===== config.mk =====
export PLATFORM = sky130hd
export DESIGN_NAME = pipe_stage_reg
export DESIGN_NICKNAME = d
export VERILOG_FILES = /design/src/rtl/pipe_stage_reg.sv
export SDC_FILE = /design/constraint.sdc
export NUM_CORES = 1
export LEC_CHECK = 0
export ABC_AREA = 0
export BUFFER_PORTS_ARGS = -buffer_cell sky130_fd_sc_hd__buf_2
export CORE_MARGIN = 2
export CORE_UTILIZATION = 59
export CTS_CLUSTER_SIZE = 40
export DETAILED_ROUTE_END_ITERATION = 16
export PLACE_DENSITY = 0.95
export SKIP_LAST_GASP = 1
export SLEW_MARGIN = 20
export SYNTH_ARGS = -nofsm -noshare
export SYNTH_HDL_FRONTEND = slang
export SYNTH_SLANG_ARGS = --single-unit
export TNS_END_PERCENT = 5

===== constraint.sdc =====
create_clock -name clk -period 6.95 [get_ports clk]
set_input_delay 0.695 -clock clk [delete_from_list [all_inputs] [get_ports clk]]
set_output_delay 0.695 -clock clk [all_outputs]
set_load 0.005 [all_outputs]

===== src/rtl/pipe_stage_reg.sv =====
// Elastic pipeline-stage register placed between core stages (IF/ID, ID/EX,
// EX/MEM, MEM/WB). Provides a valid/ready handshake, a synchronous flush that
// inserts a bubble carrying RESET_VAL, an optional two-entry skid buffer that
// breaks the combinational ready path, and a saturating stall-cycle counter.
module pipe_stage_reg #(
    parameter int unsigned       WIDTH     = 32,
    parameter logic [WIDTH-1:0]  RESET_VAL = WIDTH'(32'h0000_0013),
    parameter bit                SKID      = 1'b1,
    parameter int unsigned       CNT_W     = 16
) (
    input  logic             clk,
    input  logic             reset,
    input  logic             flush,
    input  logic             in_valid,
    output logic             in_ready,
    input  logic [WIDTH-1:0] in_data,
    output logic             out_valid,
    input  logic             out_ready,
    output logic [WIDTH-1:0] out_data,
    input  logic             cnt_clr,
    output logic [CNT_W-1:0] stall_cnt
);

    localparam logic [CNT_W-1:0] CNT_MAX = '1;

    logic             w_out_valid;
    logic             w_stall;
    logic [CNT_W-1:0] r_stall_cnt;

    generate
        if (SKID) begin : g_skid
            // EMPTY: nothing held; BUSY: main entry valid; FULL: main and skid valid.
            typedef enum logic [1:0] {
                ST_EMPTY = 2'd0,
                ST_BUSY  = 2'd1,
                ST_FULL  = 2'd2
            } state_t;

            state_t           r_state;
            logic [WIDTH-1:0] r_main;
            logic [WIDTH-1:0] r_skid;
            logic             r_in_ready;
            logic             r_out_valid;
            logic             w_push;
            logic             w_pop;

            assign w_push = in_valid & r_in_ready;
            assign w_pop  = r_out_valid & out_ready;

            // Skid FSM; in_ready and out_valid are flops updated with the state.
            always_ff @(posedge clk or posedge reset) begin
                if (reset) begin
                    r_state     <= ST_EMPTY;
                    r_main      <= RESET_VAL;
                    r_skid      <= RESET_VAL;
                    r_in_ready  <= 1'b1;
                    r_out_valid <= 1'b0;
                end else if (flush) begin
                    r_state     <= ST_EMPTY;
                    r_main      <= RESET_VAL;
                    r_skid      <= RESET_VAL;
                    r_in_ready  <= 1'b1;
                    r_out_valid <= 1'b0;
                end else begin
                    case (r_state)
                        ST_EMPTY: begin
                            if (w_push) begin
                                r_main      <= in_data;
                                r_out_valid <= 1'b1;
                                r_state     <= ST_BUSY;
                            end
                        end
                        ST_BUSY: begin
                            if (w_push && w_pop) begin
                                r_main <= in_data;
                            end else if (w_push) begin
                                r_skid     <= in_data;
                                r_in_ready <= 1'b0;
                                r_state    <= ST_FULL;
                            end else if (w_pop) begin
                                // Main data holds so out_data shows the last popped beat.
                                r_out_valid <= 1'b0;
                                r_state     <= ST_EMPTY;
                            end
                        end
                        ST_FULL: begin
                            if (w_pop) begin
                                r_main     <= r_skid;
                                r_in_ready <= 1'b1;
                                r_state    <= ST_BUSY;
                            end
                        end
                        default: begin
                            r_state     <= ST_EMPTY;
                            r_in_ready  <= 1'b1;
                            r_out_valid <= 1'b0;
                        end
                    endcase
                end
            end

            assign in_ready    = r_in_ready;
            assign w_out_valid = r_out_valid;
            assign out_data    = r_main;
        end else begin : g_flop
            logic             r_valid;
            logic [WIDTH-1:0] r_data;
            logic             w_in_ready;
            logic             w_push;
            logic             w_pop;

            // Single entry may refill in the same cycle it drains.
            assign w_in_ready = ~r_valid | out_ready;
            assign w_push     = in_valid & w_in_ready;
            assign w_pop      = r_valid & out_ready;

            // Single-entry holding register with bubble insertion on flush.
            always_ff @(posedge clk or posedge reset) begin
                if (reset) begin
                    r_valid <= 1'b0;
                    r_data  <= RESET_VAL;
                end else if (flush) begin
                    r_valid <= 1'b0;
                    r_data  <= RESET_VAL;
                end else if (w_push) begin
                    r_valid <= 1'b1;
                    r_data  <= in_data;
                end else if (w_pop) begin
                    r_valid <= 1'b0;
                end
            end

            assign in_ready    = w_in_ready;
            assign w_out_valid = r_valid;
            assign out_data    = r_data;
        end
    endgenerate

    assign w_stall = w_out_valid & ~out_ready;

    // Saturating count of back-pressured cycles; clear wins over increment.
    always_ff @(posedge clk or posedge reset) begin
        if (reset) begin
            r_stall_cnt <= '0;
        end else if (cnt_clr) begin
            r_stall_cnt <= '0;
        end else if (w_stall && (r_stall_cnt != CNT_MAX)) begin
            r_stall_cnt <= r_stall_cnt + CNT_W'(1);
        end
    end

    assign out_valid = w_out_valid;
    assign stall_cnt = r_stall_cnt;

endmodule


**Word level (Yosys, flattened, before mapping)**

Cells that the tools add are included.

- Bits in registers: 84
- Logic and storage cells: 65
- Input bits: 38

- Reduce and logical (&&, ||, !) cells: 12
- Multiplexer cells: 28
- Bitwise operators: 4
- Equal/unequal tests: 14
- $add $sub $neg: 1

Operator list:

| operator | number |
|---|---|
| $mux 32 | 7 |
| $pmux 32 s3 | 1 |
| $mux 16 | 2 |
| $ne 3x3->1 const B | 7 |
| $add 16x1->16 const B | 1 |
| $ne 16x16->1 const B | 1 |
| $mux 2 | 6 |
| $reduce_and 4->1 | 3 |
| $mux 1 | 9 |
| $ne 2x2->1 const B | 3 |
| $pmux 1 s3 | 2 |
| $pmux 2 s3 | 1 |
| $reduce_bool 2->1 | 3 |
| $reduce_and 5->1 | 1 |
| $ne 4x4->1 const B | 1 |
| $reduce_bool 4->1 | 1 |
| $and 1x1->1 | 3 |
| $reduce_and 3->1 | 1 |
| $eq 2x1->1 const B | 1 |
| $eq 2x2->1 const B | 1 |
| $logic_and 1x1->1 | 2 |
| $logic_not 2->1 | 1 |
| $not 1->1 | 1 |

**Logic depth before layout (Yosys ltp)**

- Word-level depth: 6
- Gate-level depth with buffers: 7
- Depth with buffers taken out: 5

**Worst setup path before layout**

Ideal clock, no wire load.

- Kind: in2reg
- From: in in_valid
- To: reg g_skid.r_main[10] (netlist: out_data[10])
- Stages on the path: 6
- Setup time: 0.125 ns
- Arrival time: 1.769 ns
- Slack: 5.056 ns
- Cell sequence: nand3b_1 > a21oi_1 > or3_1 > buf_6 > buf_12 > mux2_4

- Cells in the longest elaborated chain, start to end: 4
- Elaborated cells on any way between the ends: 5
- Classes of those cells: 2 x eq/ne; 1 x bitwise; 2 x reduce/logical

RTL lines:

| item | RTL line | source |
|---|---|---|
| start, declared | 14 | `input logic in_valid,` |
| $and 1x1->1 (*) | 47 | `assign w_push = in_valid & r_in_ready;` |
| $logic_and 1x1->1 | 74 | `if (w_push && w_pop) begin` |
| $ne 3x3->1 (no line) | -- |  |
| $reduce_and 4->1 (no line) (*) | -- |  |
| end signal, assigned | 68 | `r_main <= in_data;` |
| end signal, assigned | 75 | `r_main <= in_data;` |
| end signal, assigned | 88 | `r_main <= r_skid;` |
| end, declared | 40 | `logic [WIDTH-1:0] r_main;` |

Every way passes the cells marked *; elsewhere a longest branch is shown, timed or not.
A chain may end at the register's enable or synchronous reset.

**Worst setup path in the final report**

- From: in flush
- To: reg g_skid.r_main[31] (netlist: out_data[31])

- Cells in the longest elaborated chain, start to end: 2
- Elaborated cells on any way between the ends: 6
- Classes of those cells: 3 x eq/ne; 1 x mux; 2 x reduce/logical

RTL lines:

| item | RTL line | source |
|---|---|---|
| start, declared | 13 | `input logic flush,` |
| $ne 3x3->1 (no line) / $reduce_bool 4->1 (equally long branches) | -- |  |
| $reduce_and 4->1 (no line) | -- |  |

Parallel ways exist; a longest one is shown, timed or not.

==> flow_metrics.tcl <==
set metrics [dict create \
    syn_inst 445 \
    yosysTopAreaCellShare_pct 45.3 \
    synth.cell_area_mm2 0.00425 \
    area_growth_pct 15.4 \
    path_clk_slew_ns 0.09 \
    async_flop_share_pct 100 \
    crit_path_end_kind "flop" \
    postCtsHoldBufs 0 \
    hp-class "flop to flop" \
    final_cells 616 \
    overflow 0 \
    drc 0 \
    synth-seq-cells 84 \
    drive_gt1_share_pct 30.0 \
    first_global_vias 3484 \
    cts_resized 0 \
    cp_max_fo 69 \
    r2r-start "in_ready" \
    r2r_setup_slack_ns 4.64 \
    hold_viol 0 \
    yosysUniqueCellTypes 46 \
    start_util_pct 61.9 \
    rsz0062_at_grt "false" \
    fin_skew_ns 0.00896 \
    root_buffer "clkbuf_8" \
    io_pins 88 \
    worst_pin_slew_ns 1.07 \
    cap_violations 0 \
    power_density_mw_per_mm2 246 \
    netlist_top_cells_count "nand2_1, dfrtp_1, a21oi_1" \
    final.setup.tns_ns 0 \
    grt_pass1_wl_mm 16.5 \
    firstDrtPassIters 6 \
    rows 30 \
    synthTopCellsByArea "dfrtp_1, nand2_1, mux2_4, a21oi_1, dfstp_2" \
    design_area_mm2 0.00491 \
    finalCriticalPeriod_ns 2.47 \
    nets 554 \
    wl_mm 10.2 \
    synth_flop_cell "dfrtp_1" \
    diodes 0 \
    die_area_mm2 0.00790 \
    critPathKind "primary input to flop" \
    timing.rr.end "out_data[31]" \
    r2r_cells 4 \
    drt_iter0_drc 426 \
    antenna_found_initial 0 \
    dp_hpwl_mm 6.63 \
    detail-route-antenna-nets 0 \
    cp_data_required_time_ns 7.19 \
    synth.avg_cell_area_um2 9.56 \
    vias 3635 \
    ir_drop_mv 0.130 \
    synthesis.nets 484 \
    clk_latency_ns 0.36 \
    endpoint "out_data[31]" \
    core_area_mm2 0.00687 \
    outcome "completed" \
    start_kind "primary input" \
    synth_edf_count 0 \
    tritoncts "built" \
    cts_buffer_depth 2 \
    synth_seq_area_share_pct 49.6 \
    relSlewSlack_pct 28.6 \
    grt_max_degree 85 \
    routedWlPerCell_um 16.5 \
    portBuffers 87 \
    fmax_mhz 406 \
    finalSetupViolCount 0 \
    die_y_um 88.9 \
    place_inst 600 \
    cp-startpoint "flush" \
    gp_congestion 0.861 \
    synth_largest_area_cell "dfrtp_1" \
    postCtsSetupBuffers 0 \
    fin_crit_sh_pct 35.5 \
    slew_violations 0 \
    cts_sinks 84 \
    h-tree-depth 3 \
    vias_per_cell 5.90 \
    yosysWarnings 0 \
    die_x_um 88.9 \
    gr-usage-all-layers_pct 27.0 \
    dpl_cell_area_mm2 0.00466 \
    synth_most_common_cell "nand2_1" \
    cts_buffers 9 \
    cp_data_arrival_time_ns 2.71 \
    p_leak_nw 2.37 \
]
-- report_power, final --
part	switching [W]	leakage (nW)	total, W	internal, W
logic	0.000111	1.15	0.000215	0.000104
clock network	0.000185	0.109	0.000424	0.000239
registers	0.0000331	1.11	0.000569	0.000536
-- how the worst min path moves through the flow --
stage                                start               end  slack (ns)  depth (start not counted)
after floorplan           g_skid.r_skid[0]  g_skid.r_skid[0]        0.47                          2
after global placement    g_skid.r_skid[4]  g_skid.r_skid[4]        0.48                          2
after detailed placement  g_skid.r_skid[0]  g_skid.r_skid[0]        0.48                          2
after CTS                 g_skid.r_skid[0]  g_skid.r_skid[0]        0.50                          2
after global routing          out_data[17]      out_data[17]        0.52                          1
final                     g_skid.r_skid[1]  g_skid.r_skid[1]        0.50                          2
-- registers in the layout, summed over array words and instances (netlist names) --
signal,flops
g_skid.r_skid,32
g_skid.r_state,2
in_ready,1
out_data,32
out_valid,1
stall_cnt,16
-- critical path, cell delays in order --
cell and delay (ns):
buf_2 0.08, buf_4 0.53, or3_2 0.96, mux2_2 0.42
-- cell usage in the layout, fill, tap and decap left out, types with 4 or more instances in the layout --
cell type  Yosys  routed
buf_2          6      87
a21oi_1       74      74
or4_1          4       4
mux2_4        30      30
dfstp_2        7       7
or3_1          6       5
dfrtp_1       77      77
nand2_1      137     137
nor2_1         7       7
nand3_1        8       7
o21ai_0        6       6
clkbuf_8       0       9
nand4_1        6       6
nor3_1         4       4
nand3b_1       9       9
-- metal layers --
layer | track usage, % | vias up | wire length (um)
met3 | 5.72 | 25 | 651
met4 | 10.7 | 0 | 224
met1 | 36.9 | 1789 | 4320
met5 | 0 | - | 0
met2 | 42.5 | 150 | 4990
li1 | - | 1671 | -
-- final cells by class --
| class | count | area, um^2 |
|---|---|---|
| flip-flops and latches | 84 | 2110 |
| multi-input cells | 327 | 1960 |
| fillers | 492 | 1960 |
| repair buffers | 90 | 462 |
| clock buffers | 10 | 128 |
| well taps | 96 | 120 |
| clock inverters | 6 | 113 |
| inverters | 3 | 12.5 |
-- cells by family after synthesis --
| group | count (synthesis) | synth area share (%) |
|---|---|---|
| XOR/XNOR | 1 | 0.206 |
| flip-flops | 84 | 49.6 |
| AO/OA/AOI/OAI | 96 | 12.8 |
| multiplexers | 33 | 11.4 |
| adder cells (fa/ha/maj) | 1 | 0.294 |
| AND/OR/NAND/NOR | 196 | 21.2 |
| buffers and inverters | 34 | 4.50 |
-- stage by stage --
stage	hold WS [ns]	power (W)	setup slack, ns	util (%)
after floorplan	0.469	0.000726	4.10	-
after global placement	0.477	0.000778	4.20	67.8
after detailed placement	0.484	0.000791	4.13	67.9
after CTS	0.498	0.00121	4.52	71.3
after global routing	0.523	0.00126	4.41	71.4
final	0.497	0.00121	4.49	71.4
(Power assumes the default switching activity.)
